File: config.mk
export PLATFORM = sky130hd
export DESIGN_NAME = arb_rr_seq
export DESIGN_NICKNAME = d
export VERILOG_FILES = /design/src/rtl/arb_pkg.sv /design/src/rtl/prio_pick_lsb.sv /design/src/rtl/arb_rr_seq.sv
export SDC_FILE = /design/constraint.sdc
export NUM_CORES = 1
export LEC_CHECK = 0
export ABC_AREA = 1
export BUFFER_PORTS_ARGS = -buffer_cell sky130_fd_sc_hd__buf_2
export CAP_MARGIN = 40
export CORE_UTILIZATION = 30
export CTS_CLUSTER_DIAMETER = 80
export DETAILED_ROUTE_END_ITERATION = 10
export PLACE_DENSITY_LB_ADDON = 0.25
export SKIP_LAST_GASP = 1
export SYNTH_ARGS = -nofsm -noshare
export SYNTH_HDL_FRONTEND = slang
export SYNTH_SLANG_ARGS = --single-unit
File: constraint.sdc
create_clock -name clk -period 3.7 [get_ports clk]
set_clock_uncertainty 0.1 [all_clocks]
set_input_delay 0.37 -clock clk [delete_from_list [all_inputs] [get_ports clk]]
set_output_delay 0.37 -clock clk [all_outputs]
set_load 0.01 [all_outputs]
File: src/rtl/arb_pkg.sv
// Shared definitions for the registered request arbiter.
//   state_t  : arbiter FSM states (IDLE = no grant, BUSY = grant held)
//   idx_w()  : index width for N requesters ($clog2(N), never below 1)
//   oh2idx() : one-hot vector (up to MAX_N bits) to binary index
package arb_pkg;

   typedef enum logic {
      IDLE = 1'b0,
      BUSY = 1'b1
   } state_t;

   localparam int MAX_N = 64;

   function automatic int idx_w(input int n);
      return (n <= 2) ? 1 : $clog2(n);
   endfunction

   // OR-reduction of set-bit positions; exact for a one-hot input, 0 for all-zero.
   function automatic logic [5:0] oh2idx(input logic [MAX_N-1:0] oh);
      logic [5:0] idx;
      idx = '0;
      for (int i = 0; i < MAX_N; i++) begin
         if (oh[i]) idx = idx | 6'(i);
      end
      return idx;
   endfunction

endpackage

File: src/rtl/prio_pick_lsb.sv
// Combinational lowest-set-bit picker.
//   req_i : request vector
//   oh_o  : one-hot of the lowest set bit of req_i (all-zero when req_i == 0)
//   any_o : at least one request present
module prio_pick_lsb #(
   parameter int N = 16
) (
   input  logic [N-1:0] req_i,
   output logic [N-1:0] oh_o,
   output logic         any_o
);

   // Two's-complement trick isolates the lowest set bit.
   assign oh_o  = req_i & (~req_i + N'(1));
   assign any_o = |req_i;

endmodule

File: src/rtl/arb_rr_seq.sv
// Registered N-way request arbiter with fixed-priority / round-robin modes,
// grant hold until release, and an optional hold-time limit.
//   clk  : rising-edge clock
//   rst  : asynchronous active-high reset
//   r    : request vector, bit i = requester i
//   mode : 0 = fixed priority (bit 0 highest), 1 = round-robin from ptr
//   done : current grantee releases its grant this cycle
//   g    : registered one-hot grant, all-zero when idle
//   gv   : grant valid
//   gidx : index of the granted bit, 0 when idle
module arb_rr_seq
   import arb_pkg::*;
#(
   parameter int  N       = 16,
   parameter int  MAXHOLD = 8,
   localparam int IW      = idx_w(N)
) (
   input  logic          clk,
   input  logic          rst,
   input  logic [N-1:0]  r,
   input  logic          mode,
   input  logic          done,
   output logic [N-1:0]  g,
   output logic          gv,
   output logic [IW-1:0] gidx
);

   localparam int            CW        = $clog2(MAXHOLD + 2);
   localparam logic [CW-1:0] HOLD_MAX  = CW'(MAXHOLD);
   localparam logic [CW-1:0] HOLD_LAST = CW'((MAXHOLD == 0) ? 0 : MAXHOLD - 1);
   localparam logic [IW-1:0] LAST_IDX  = IW'(N - 1);
   localparam logic [N-1:0]  ONES      = '1;

   state_t        state_q, state_d;
   logic [N-1:0]  g_q, g_d;
   logic          gv_q, gv_d;
   logic [IW-1:0] gidx_q, gidx_d;
   logic [IW-1:0] ptr_q, ptr_d;
   logic [CW-1:0] cnt_q, cnt_d;

   logic          forced, rel;
   logic [IW-1:0] ptr_nxt, ptr_arb;
   logic [N-1:0]  req_arb, req_ge, m_oh, a_oh, win_oh;
   logic          m_any, a_any;

   // cnt_q counts holding edges after the grant edge, so the grant is visible
   // for exactly MAXHOLD cycles before the forced release edge.
   assign forced  = (MAXHOLD != 0) && (cnt_q >= HOLD_LAST);
   assign rel     = (state_q == BUSY) && (done || !r[gidx_q] || forced);
   assign ptr_nxt = (gidx_q == LAST_IDX) ? '0 : gidx_q + 1'b1;

   // On release the outgoing grantee is masked out and the search starts just
   // past it, so the back-to-back grant already uses the advanced pointer.
   assign ptr_arb = rel ? ptr_nxt : ptr_q;
   assign req_arb = rel ? (r & ~g_q) : r;
   assign req_ge  = req_arb & (ONES << ptr_arb);

   prio_pick_lsb #(.N(N)) u_pick_ge (
      .req_i (req_ge),
      .oh_o  (m_oh),
      .any_o (m_any)
   );

   prio_pick_lsb #(.N(N)) u_pick_all (
      .req_i (req_arb),
      .oh_o  (a_oh),
      .any_o (a_any)
   );

   // Round-robin wraps to the overall lowest request when nothing sits at/above ptr.
   assign win_oh = (mode && m_any) ? m_oh : a_oh;

   always_comb begin
      state_d = state_q;
      g_d     = g_q;
      gv_d    = gv_q;
      gidx_d  = gidx_q;
      ptr_d   = ptr_q;
      cnt_d   = cnt_q;
      case (state_q)
         IDLE: begin
            if (a_any) begin
               state_d = BUSY;
               g_d     = win_oh;
               gv_d    = 1'b1;
               gidx_d  = IW'(oh2idx(MAX_N'(win_oh)));
               cnt_d   = '0;
            end
         end
         BUSY: begin
            if (rel) begin
               ptr_d = ptr_nxt;
               cnt_d = '0;
               if (a_any) begin
                  g_d    = win_oh;
                  gv_d   = 1'b1;
                  gidx_d = IW'(oh2idx(MAX_N'(win_oh)));
               end else begin
                  state_d = IDLE;
                  g_d     = '0;
                  gv_d    = 1'b0;
                  gidx_d  = '0;
               end
            end else if (cnt_q != HOLD_MAX) begin
               cnt_d = cnt_q + 1'b1;
            end
         end
         default: begin
            state_d = IDLE;
            g_d     = '0;
            gv_d    = 1'b0;
            gidx_d  = '0;
         end
      endcase
   end

   always_ff @(posedge clk or posedge rst) begin
      if (rst) begin
         state_q <= IDLE;
         g_q     <= '0;
         gv_q    <= 1'b0;
         gidx_q  <= '0;
         ptr_q   <= '0;
         cnt_q   <= '0;
      end else begin
         state_q <= state_d;
         g_q     <= g_d;
         gv_q    <= gv_d;
         gidx_q  <= gidx_d;
         ptr_q   <= ptr_d;
         cnt_q   <= cnt_d;
      end
   end

   assign g    = g_q;
   assign gv   = gv_q;
   assign gidx = gidx_q;

endmodule

==> reports/results.tsv, run 1 <==
stage	metric	value	unit
sta	hold slack	0.0504	ns
yosys	Syn Inst Count	426	
setup_path	worst-path cell chain	inv_4 -> nand2_1 -> nand3_1 -> nand3_1 -> nand3_1 -> nand2_1 -> nand2_2 -> nand2_4 -> inv_4 -> nand2_1 -> nand2_1 -> inv_1 -> nor2_2 -> nand2_1 -> nor2_4 -> nand2_2 -> nor2_4 -> inv_2 -> nor3_4 -> nand2_2 -> o21ai_2 -> buf_4 -> nand2_1 -> o21ai_0	
power	Pwr Density	846	nW/um^2
global_route	first-pass GRT wire length	13000	um
placed_design	routability cong.	0.964	
finish	# nets final	496	
die	Die X-Extent	95.9	um
placed_design	hpwl dp	6570	um
run	Max-cap violations	0	
sta	Final Critical Period	3.35	ns
drt	Vias	2857	
die	Die Area	9190	um^2
die	die extent in y	95.9	um
cts	total CTS buffers	5	
cts	Max clock buf depth	2	
setup_path	Worst setup SP type	flop	
yosys	post-synthesis xor/xnor area fraction	0	
placed_design	pre-CTS WS	0.0874	ns
die	Starting Density	0.315	
sta	total negative slack	0	ns
sta	Slew @ Worst Pin	0.464	ns
yosys	number of synthesized register bits	30	
setup_path	CP Class	flop to flop	
drt	ANT nets after route	0	
yosys	Distinct cells, synth	34	
die	row count	33	
global_route	largest net degree at the start of global routing	31	
global_route	GR Util All Layers	0.188	
drt	drt drc	0	
yosys	mux contribution to synthesized area	0	
sta	final cycle utilization of the critical path	0.905	
placed_design	# port buffers	40	
setup_path	Top cell by count, worst path	nand2_1	
yosys	simple-gate share of the synthesized area	0.491	
setup_path	CP peak stage delay	0.50	ns
power	Max VDD drop	0.241	mV
yosys	YS warnings	0	
cts	htree depth	2	
cts	CTS tree	built	
sta	RSZ-0062 raised after global routing	no	
placed_design	Post-Place Cells	570	
yosys	Seq/Total Area, Yosys	0.284	
setup_path	cells on worst reg2reg path	24	
yosys	mapped cell area	2640	um^2
setup_path	crit end category	flop	
global_route	grt ovf	0	
yosys	largest family of logic cells by synthesized area	simple AND/OR/NAND/NOR gates	
sta	Rel. slew slack	0.691	
setup_path	slowest cell on the critical path	dfrtp_2	
drt	routed vias/inst	4.94	
drt	final wirelength	8030	um
setup_path	Data required, critical path	3.80	ns
finish	Cell Count, Final, Fillers Out	578	
cts	Worst-Skew Late Latency	0.28	ns
sta	Slew Viols, Final	0	
yosys	post-synthesis compound-gate area fraction	0.0876	
finish	layout cells sized above 1	0.205	
setup_path	Worst Path Max Fanout	15	
outcome	status	finished, final reports clean	
global_route	vias in the first global route	2639	
sta	Final WS setup	0.353	ns
sta	Final setup viols	0	
drt	WL/cell	13.9	um
finish	Antenna Cells	0	
drt	Initial DRC Count	171	
power	Pleak	1.71	nW
cts	CTS sink cnt	30	
sta	Final Hold Fails	0	
yosys	Syn Nets	449	
finish	layout overhead on the synthesized area	15.8	%
die	I/O pins	41	
drt	1st-pass router iterations	4	
yosys	average size of a mapped cell	6.20	um^2
finish	final core utilization	0.365	
sta	fmax	299	MHz
min_path	HP Class	primary input to async pin	
die	Core Region	8380	um^2
global_route	initial antenna violation count	0	
cts	CTS root buf	clkbuf_8	
cts	Reg clk slew, reported paths	0.07	ns
setup_path	Critical Path AT	3.45	ns
yosys	post-synthesis adder-cell area fraction	0.0142	
-- worst max-delay path, delay by kind of cell (launching register included) --
kind	cells	cell delay, ns
compound gates	2	0.27
buf+inv	5	0.72
flops	1	0.50
simple gates	17	1.67
-- where the power goes --
part / leakage [nW] / switching (W) / internal (W)
combinational: 1.29 / 0.00117 / 0.000573
clock: 0.0438 / 0.000125 / 0.000126
sequential: 0.375 / 0.000139 / 0.000453
-- per-layer routing --
layer	vias to the layer above	global-route usage	part of all wire
met5	-	0	0
met4	0	0.0522	0.013
met3	10	0.0387	0.058
met2	90	0.292	0.45
met1	1321	0.263	0.48
li1	1436	-	-
-- placed cells by master, fill, tap and decap left out, types with 4 or more instances in the layout --
| cell | n |
|---|---|
| a21oi_1 | 10 |
| a21oi_2 | 4 |
| buf_2 | 40 |
| buf_4 | 10 |
| clkbuf_8 | 5 |
| dfrtp_1 | 29 |
| inv_1 | 57 |
| inv_2 | 4 |
| nand2_1 | 149 |
| nand2_2 | 10 |
| nand3_1 | 50 |
| nand4_1 | 7 |
| nor2_1 | 38 |
| nor2_4 | 5 |
| nor3_1 | 4 |
| o21ai_0 | 18 |
-- path summary, 6_finish.rpt --
path,end,from,slack [ns]
min reg2reg,gv$_DFFE_PP0P_,gv$_DFFE_PP0P_,0.39
max reg2reg,g[10]$_DFFE_PP0P_,gidx[0]$_DFFE_PP0P_,0.35
min,gv$_DFFE_PP0P_,rst,0.05
max,g[10]$_DFFE_PP0P_,gidx[0]$_DFFE_PP0P_,0.35
min in group clk,g[0]$_DFFE_PP0P_,r[0],0.33
max in group asynchronous,gidx[0]$_DFFE_PP0P_,rst,3.15
-- through the flow --
step,area [um^2],total power (W)
final,3060,0.00259
after global routing,3060,0.00286
after CTS,3030,0.00255
after detailed placement,2950,0.00229
after global placement,2950,0.00229
after floorplan,2640,0.00186
-- cell families (layout without fill, tap and decap cells) --
| family | count (synthesis) | count (layout) |
|---|---|---|
| simple gates | 279 | 279 |
| compound gates | 41 | 41 |
| flops | 30 | 30 |
| buf+inv | 73 | 120 |
| fa+ha+maj | 3 | 3 |
-- timing repair --
action,CTS,global route
endpoints found under the setup margin,0,21
setup buffers,0,1
gates resized for setup,0,7
hold buffers,0,0
-- area by class of cell --
type | instances | area [um^2]
Clock buffer | 5 | 68.8
Clock inverter | 2 | 10.0
Fill cell | 909 | 5320
Inverter | 63 | 241
Multi-Input combinational cell | 323 | 1580
Sequential cell | 30 | 752
Tap cell | 105 | 131
Timing Repair Buffer | 50 | 275
-- synthesized netlist by cell type (all sizes together) --
cell type | count | share of area
a211o | 1 | 0.0033
a21boi | 2 | 0.0057
a21oi | 14 | 0.031
buf | 10 | 0.033
dfrtp | 30 | 0.28
ha | 3 | 0.014
inv | 63 | 0.090
nand2 | 163 | 0.25
nand3 | 54 | 0.11
nand3b | 3 | 0.0085
nand4 | 7 | 0.017
nor2 | 45 | 0.080
nor3 | 5 | 0.014
nor3b | 1 | 0.0028
o21ai | 23 | 0.045
o31ai | 1 | 0.0028
or2 | 1 | 0.0024
-- state kept, by name, summed over array words and instances, names as in the netlist --
register and cells:
cnt_q 4, g 16, gidx 4, gv 1, ptr_q 4, state_q 1
Power figures use the tool's default switching activity.
==> run 2: changes to the inputs <==
==> constraint.sdc (replaced) <==
create_clock -name clk -period 3.9 [get_ports clk]
set_clock_uncertainty 0.1 [all_clocks]
set_input_delay 0.195 -clock clk [delete_from_list [all_inputs] [get_ports clk]]
set_output_delay 0.195 -clock clk [all_outputs]
set_load 0.01 [all_outputs]
==> run 2 against run 1 <==
Cell count is 0.69% lower. Routed wire length is 0.16% higher. Sequential share of layout area hardly changed. Critical path depth stayed put.
==> reports/results.tsv, run 2 (same netlist as run 1, synthesis figures left out) <==
stage	metric	value	unit	change
power	Pleak	1.70	nW	-0.85%
finish	most common cell after layout, fill and taps aside	nand2_1		
finish	layout overhead on the synthesized area	15.7	%	about the same
die	Starting Density	0.315		unchanged
global_route	GR Util All Layers	0.189		+0.000929
setup_path	Data required, critical path	4.02	ns	+0.22 ns
setup_path	CP peak stage delay	0.50	ns	about the same
cts	CTS root buf	clkbuf_8		
finish	# nets final	491		-1.0%
power	Pwr Density	816	nW/um^2	-3.6%
cts	total CTS buffers	5		unchanged
power	Max VDD drop	0.255	mV	+5.6%
min_path	worst hold start	r[0]		
sta	hold slack	0.182	ns	+0.132 ns
cts	CTS sink cnt	30		unchanged
finish	area of the multi-input gates	1580	um^2	unchanged
sta	Final Hold Fails	0		unchanged
finish	Antenna Cells	0		unchanged
sta	Final Critical Period	3.55	ns	+0.199 ns
min_path	WHS Endpoint	g[0]$_DFFE_PP0P_		
setup_path	CP Class	flop to flop		
finish	fill count	926		+1.9%
drt	final wirelength	8040	um	+0.16%
global_route	first-pass GRT wire length	13200	um	+1.0%
setup_path	Top cell by count, worst path	nand2_1		
setup_path	Worst setup SP type	flop		
setup_path	Critical Path AT	3.67	ns	+0.22 ns
finish	register area	752	um^2	unchanged
min_path	hold depth	3		
sta	total negative slack	0	ns	unchanged
finish	final core utilization	0.365		about the same
global_route	largest net degree at the start of global routing	31		unchanged
drt	ANT nets after route	0		unchanged
placed_design	# port buffers	40		unchanged
finish	most frequent cells in the layout	nand2_1 (149), inv_1 (57), nand3_1 (50), buf_2 (40), nor2_1 (38)		
outcome	status	finished, final reports clean		
sta	Final setup viols	0		unchanged
die	I/O pins	41		unchanged
die	Die X-Extent	95.9	um	unchanged
cts	Max clock buf depth	2		unchanged
die	Die Area	9190	um^2	unchanged
setup_path	crit end category	flop		
die	Core Region	8380	um^2	unchanged
placed_design	hpwl dp	6630	um	+0.90%
finish	max FFs per register	16		unchanged
sta	final cycle utilization of the critical path	0.909		+0.00458
setup_path	slowest cell on the critical path	dfrtp_2		
setup_path	Worst Path Max Fanout	18		+3
setup_path	cells on worst reg2reg path	24		unchanged
drt	drt drc	0		unchanged
sta	Slew Viols, Final	0		unchanged
cts	Worst-Skew Late Latency	0.29	ns	about the same
run	Max-cap violations	0		unchanged
drt	1st-pass router iterations	5		+1
cts	Reg clk slew, reported paths	0.07	ns	about the same
cts	htree depth	2		unchanged
sta	RSZ-0062 raised after global routing	no		
drt	WL/cell	14.0	um	+0.86%
drt	routed vias/inst	4.88		-1.2%
finish	layout cells sized above 1	0.190		-0.0153
setup_path	FF-to-FF End	gidx[3]$_DFFE_PP0P_		
setup_path	flop2flop setup slack	0.35	ns	about the same
die	row count	33		unchanged
global_route	vias in the first global route	2658		+0.72%
sta	Rel. slew slack	0.688		-0.00244
cts	CTS tree	built		
sta	Slew @ Worst Pin	0.468	ns	+0.00366 ns
setup_path	worst-path cell chain	inv_2 -> nand2_1 -> nand3_1 -> nand3_1 -> nand3_1 -> nand2_1 -> nand2_4 -> nand2_4 -> inv_4 -> nand2_1 -> nand2_1 -> inv_1 -> nor2_2 -> nand2_1 -> nor2_4 -> nand2_2 -> nor2_4 -> inv_2 -> nor3_4 -> nand2_2 -> o21ai_4 -> buf_6 -> a21boi_0 -> nand2_1		
cts	post-CTS setup repair buffer count	0		unchanged
setup_path	FF-to-FF Start	gidx[0]$_DFFE_PP0P_		
global_route	initial antenna violation count	0		unchanged
die	die extent in y	95.9	um	unchanged
global_route	grt ovf	0		unchanged
sta	fmax	282	MHz	-5.6%
placed_design	routability cong.	0.916		-5.0%
drt	Initial DRC Count	189		+11%
drt	Vias	2802		-1.9%
min_path	HP Class	primary input to flop		
-- run 2: stage by stage --
stage / worst slack, ns / std cells / total power, W / instance area (um^2)
floorplan: 1.03 / 426 / 0.00177 / 2640
global route: 0.0106 / 574 / 0.00274 / 3060
CTS: 0.129 / 574 / 0.00248 / 3040
global placement: 0.313 / 565 / 0.00213 / 2920
detailed placement: 0.159 / 565 / 0.00215 / 2920
finish: 0.354 / 574 / 0.00249 / 3060
-- run 2: final cells by class --
cell class | instances | share of cell area
multi-input combinational | 323 | 0.517
sequential | 30 | 0.246
timing repair buffer | 45 | 0.0798
inverter | 63 | 0.0782
tap | 105 | 0.0430
clock buffer | 6 | 0.0237
clock inverter | 2 | 0.0123
-- run 2: repair_timing --
| item | in CTS | in global routing |
|---|---|---|
| resized for setup | 0 | 5 |
| endpoints found under the hold margin | 30 | 0 |
| hold buffers | 1 | 0 |
| endpoints found under the setup margin | 0 | 20 |
-- run 2: metal layers --
layer,vias up,wire (um),GRT usage
met5,-,0,0
met4,0,40,0.0299
met3,6,564,0.0308
met2,79,3680,0.314
met1,1297,3760,0.261
li1,1420,-,-
-- run 2: power breakdown --
part	leakage [nW]	internal, W	total (W)	switching, W
Sequential	0.375	0.000430	0.000557	0.000127
Clock	0.0514	0.000191	0.000319	0.000128
Combinational	1.27	0.000507	0.00162	0.00111
Total	1.70	0.00113	0.00249	0.00137
-- run 2: worst max-delay path: cells and delay by family, from the launching register on --
family          cells  cell delay, ns
simple gates       17            1.88
compound gates      2            0.30
flops               1            0.50
buf+inv             5            0.70
-- run 2: worst max path at each step --
stage | from | endpoint | slack, ns | cells after the start
2_1_floorplan | gidx[0]$_DFFE_PP0P_ | gidx[1]$_DFFE_PP0P_ | 1.03 | 28
3_3_place_gp | gidx[0]$_DFFE_PP0P_ | g[13]$_DFFE_PP0P_ | 0.31 | 23
3_5_place_dp | gidx[0]$_DFFE_PP0P_ | gidx[3]$_DFFE_PP0P_ | 0.16 | 24
4_1_cts | gidx[0]$_DFFE_PP0P_ | gidx[3]$_DFFE_PP0P_ | 0.13 | 24
5_1_grt | gidx[0]$_DFFE_PP0P_ | gidx[3]$_DFFE_PP0P_ | 0.01 | 24
6_report | gidx[0]$_DFFE_PP0P_ | gidx[3]$_DFFE_PP0P_ | 0.35 | 24
==> run 3: changes to the inputs <==
--- a/config.mk
+++ b/config.mk
@@ -7,9 +7,10 @@
 export LEC_CHECK = 0
 export ABC_AREA = 1
-export BUFFER_PORTS_ARGS = -buffer_cell sky130_fd_sc_hd__buf_2
+export BUFFER_PORTS_ARGS = -buffer_cell sky130_fd_sc_hd__buf_4
 export CAP_MARGIN = 40
 export CORE_UTILIZATION = 30
 export CTS_CLUSTER_DIAMETER = 80
 export DETAILED_ROUTE_END_ITERATION = 10
+export GPL_TIMING_DRIVEN = 0
 export PLACE_DENSITY_LB_ADDON = 0.25
 export SKIP_LAST_GASP = 1
==> constraint.sdc (replaced) <==
create_clock -name clk -period 3.9 [get_ports clk]
set_clock_uncertainty 0.1 [all_clocks]
set_input_delay 0.39 -clock clk [delete_from_list [all_inputs] [get_ports clk]]
set_output_delay 0.39 -clock clk [all_outputs]
set_load 0.01 [all_outputs]
==> run 3 against run 2 <==
Sequential power is essentially flat. Clock power grew 5%. Critical path depth grew 3. Clock-buffer cell count is the same. Non-clock buffer count grew 5. Flip-flop and latch count is the same. Core utilization grew 1.8 points.
==> reports/results.tsv, run 3 (same netlist as run 1, synthesis figures left out) <==
stage	metric	value	unit	change
sta	Slew @ Worst Pin	0.583	ns	+0.115 ns
die	die extent in y	95.9	um	unchanged
setup_path	Critical Path AT	3.55	ns	-0.12 ns
finish	most common cell after layout, fill and taps aside	nand2_1		
drt	Initial DRC Count	170		-10%
global_route	initial antenna violation count	0		unchanged
cts	CTS tree	built		
global_route	grt ovf	0		unchanged
finish	layout cells sized above 1	0.199		+0.00897
placed_design	# port buffers	39		-2.5%
finish	most frequent cells in the layout	nand2_1 (149), inv_1 (57), nand3_1 (50), buf_4 (40), nor2_1 (38)		
setup_path	Worst setup SP type	flop		
sta	Rel. slew slack	0.611		-0.0767
drt	1st-pass router iterations	5		unchanged
global_route	first-pass GRT wire length	13500	um	+2.3%
outcome	status	finished, final reports clean		
sta	hold slack	0.0362	ns	-0.146 ns
drt	WL/cell	14.3	um	+1.9%
sta	Final Hold Fails	0		unchanged
cts	total CTS buffers	5		unchanged
sta	Final Critical Period	3.48	ns	-0.0696 ns
sta	RSZ-0062 raised after global routing	no		
die	I/O pins	41		unchanged
setup_path	Data required, critical path	3.97	ns	-0.05 ns
die	Starting Density	0.315		unchanged
finish	max FFs per register	16		unchanged
setup_path	Worst Path Max Fanout	10		-8
cts	Reg clk slew, reported paths	0.07	ns	about the same
setup_path	crit end category	flop		
power	Max VDD drop	0.289	mV	+13%
die	Die X-Extent	95.9	um	unchanged
sta	fmax	288	MHz	+2.0%
drt	final wirelength	8250	um	+2.6%
sta	Final setup viols	0		unchanged
finish	final core utilization	0.383		+0.0182
cts	CTS root buf	clkbuf_8		
cts	Worst-Skew Late Latency	0.28	ns	about the same
finish	# nets final	496		+1.0%
setup_path	CP Class	flop to flop		
min_path	HP Class	primary input to async pin		
drt	routed vias/inst	4.85		-0.66%
power	Pwr Density	820	nW/um^2	+0.54%
sta	final cycle utilization of the critical path	0.891		-0.0178
die	row count	33		unchanged
cts	post-CTS setup repair buffer count	0		unchanged
run	Max-cap violations	0		unchanged
global_route	largest net degree at the start of global routing	22		-29%
die	Die Area	9190	um^2	unchanged
cts	CTS sink cnt	30		unchanged
finish	layout overhead on the synthesized area	21.5	%	
sta	Slew Viols, Final	0		unchanged
sta	total negative slack	0	ns	unchanged
cts	Max clock buf depth	2		unchanged
drt	drt drc	0		unchanged
drt	ANT nets after route	0		unchanged
die	Core Region	8380	um^2	unchanged
finish	Antenna Cells	0		unchanged
placed_design	hpwl dp	6670	um	+0.65%
global_route	GR Util All Layers	0.194		+0.00472
drt	Vias	2803		+0.036%
power	Pleak	1.76	nW	+3.7%
global_route	vias in the first global route	2678		+0.75%
cts	htree depth	2		unchanged
placed_design	routability cong.	0.897		-2.1%
-- run 3: worst paths after layout --
| kind | start | endpoint | slack [ns] | cells past startpoint |
|---|---|---|---|---|
| worst max-delay path | gidx[0]$_DFFE_PP0P_ | gidx[2]$_DFFE_PP0P_ | 0.42 | 27 |
| worst min-delay path | rst | g[5]$_DFFE_PP0P_ | 0.04 | 2 |
| worst max register to register | gidx[0]$_DFFE_PP0P_ | gidx[2]$_DFFE_PP0P_ | 0.42 | 27 |
| worst min register to register | gv$_DFFE_PP0P_ | gv$_DFFE_PP0P_ | 0.39 | 2 |
| max in group asynchronous | rst | state_q$_DFF_PP0_ | 3.18 | 3 |
| min in group clk | r[0] | g[0]$_DFFE_PP0P_ | 0.35 | 3 |
-- run 3: power by group --
part	internal (W)	switching, W	total (W)
Combinational	0.000605	0.00113	0.00174
Sequential	0.000428	0.000130	0.000558
Clock	0.000205	0.000130	0.000334
Total	0.00124	0.00139	0.00263
-- run 3: layer usage --
layer  part of all wire  track usage
met1               0.48        0.271
met2               0.45        0.310
met3              0.056       0.0363
met5                  0            0
met4             0.0079       0.0386
-- run 3: repair_timing --
| item | CTS | global route |
|---|---|---|
| gates resized for setup | 0 | 1 |
| hold buffers | 0 | 0 |
| endpoints found under the hold margin | 0 | 0 |
| endpoints found under the setup margin | 0 | 2 |
-- run 3: area by class of cell --
cell class / instances / area (um^2)
clock inverters: 1 / 30.0
plain buffers: 10 / 87.6
repair buffers: 40 / 320
inverters: 63 / 239
well taps: 105 / 131
fillers: 938 / 5170
clock buffers: 6 / 82.6
multi-input cells: 323 / 1570
flip-flops and latches: 30 / 751
-- run 3: worst max-delay path: stages, from the launching register on --
cell and delay (ns):
dfrtp_1 0.44, buf_6 0.17, nor2_1 0.10, nor2_1 0.04
nand2_1 0.05, nand3_1 0.07, nand3_1 0.11, nand2_1 0.09
nand2_2 0.10, nand2_4 0.09, inv_4 0.11, buf_6 0.15
nand2_1 0.06, nand2_1 0.16, nor2_1 0.07, nand2_1 0.09
nand4_1 0.16, nor2_4 0.23, nand2_4 0.14, nand2_8 0.11
buf_8 0.13, nand2_1 0.06, nand2_2 0.11, nand3_2 0.10
nor2_1 0.13, nand2_1 0.06, nand2_1 0.05, nand2_1 0.05
-- run 3: metrics by stage --
stage | instance area [um^2] | cells | setup slack, ns | total power, W
6_report | 3210 | 578 | 0.423 | 0.00263
2_1_floorplan | 2640 | 426 | 1.03 | 0.00177
4_1_cts | 3210 | 578 | 0.293 | 0.00263
3_5_place_dp | 3090 | 571 | 0.328 | 0.00229
3_3_place_gp | 3070 | 570 | 0.286 | 0.00227
5_1_grt | 3210 | 578 | 0.0616 | 0.00288
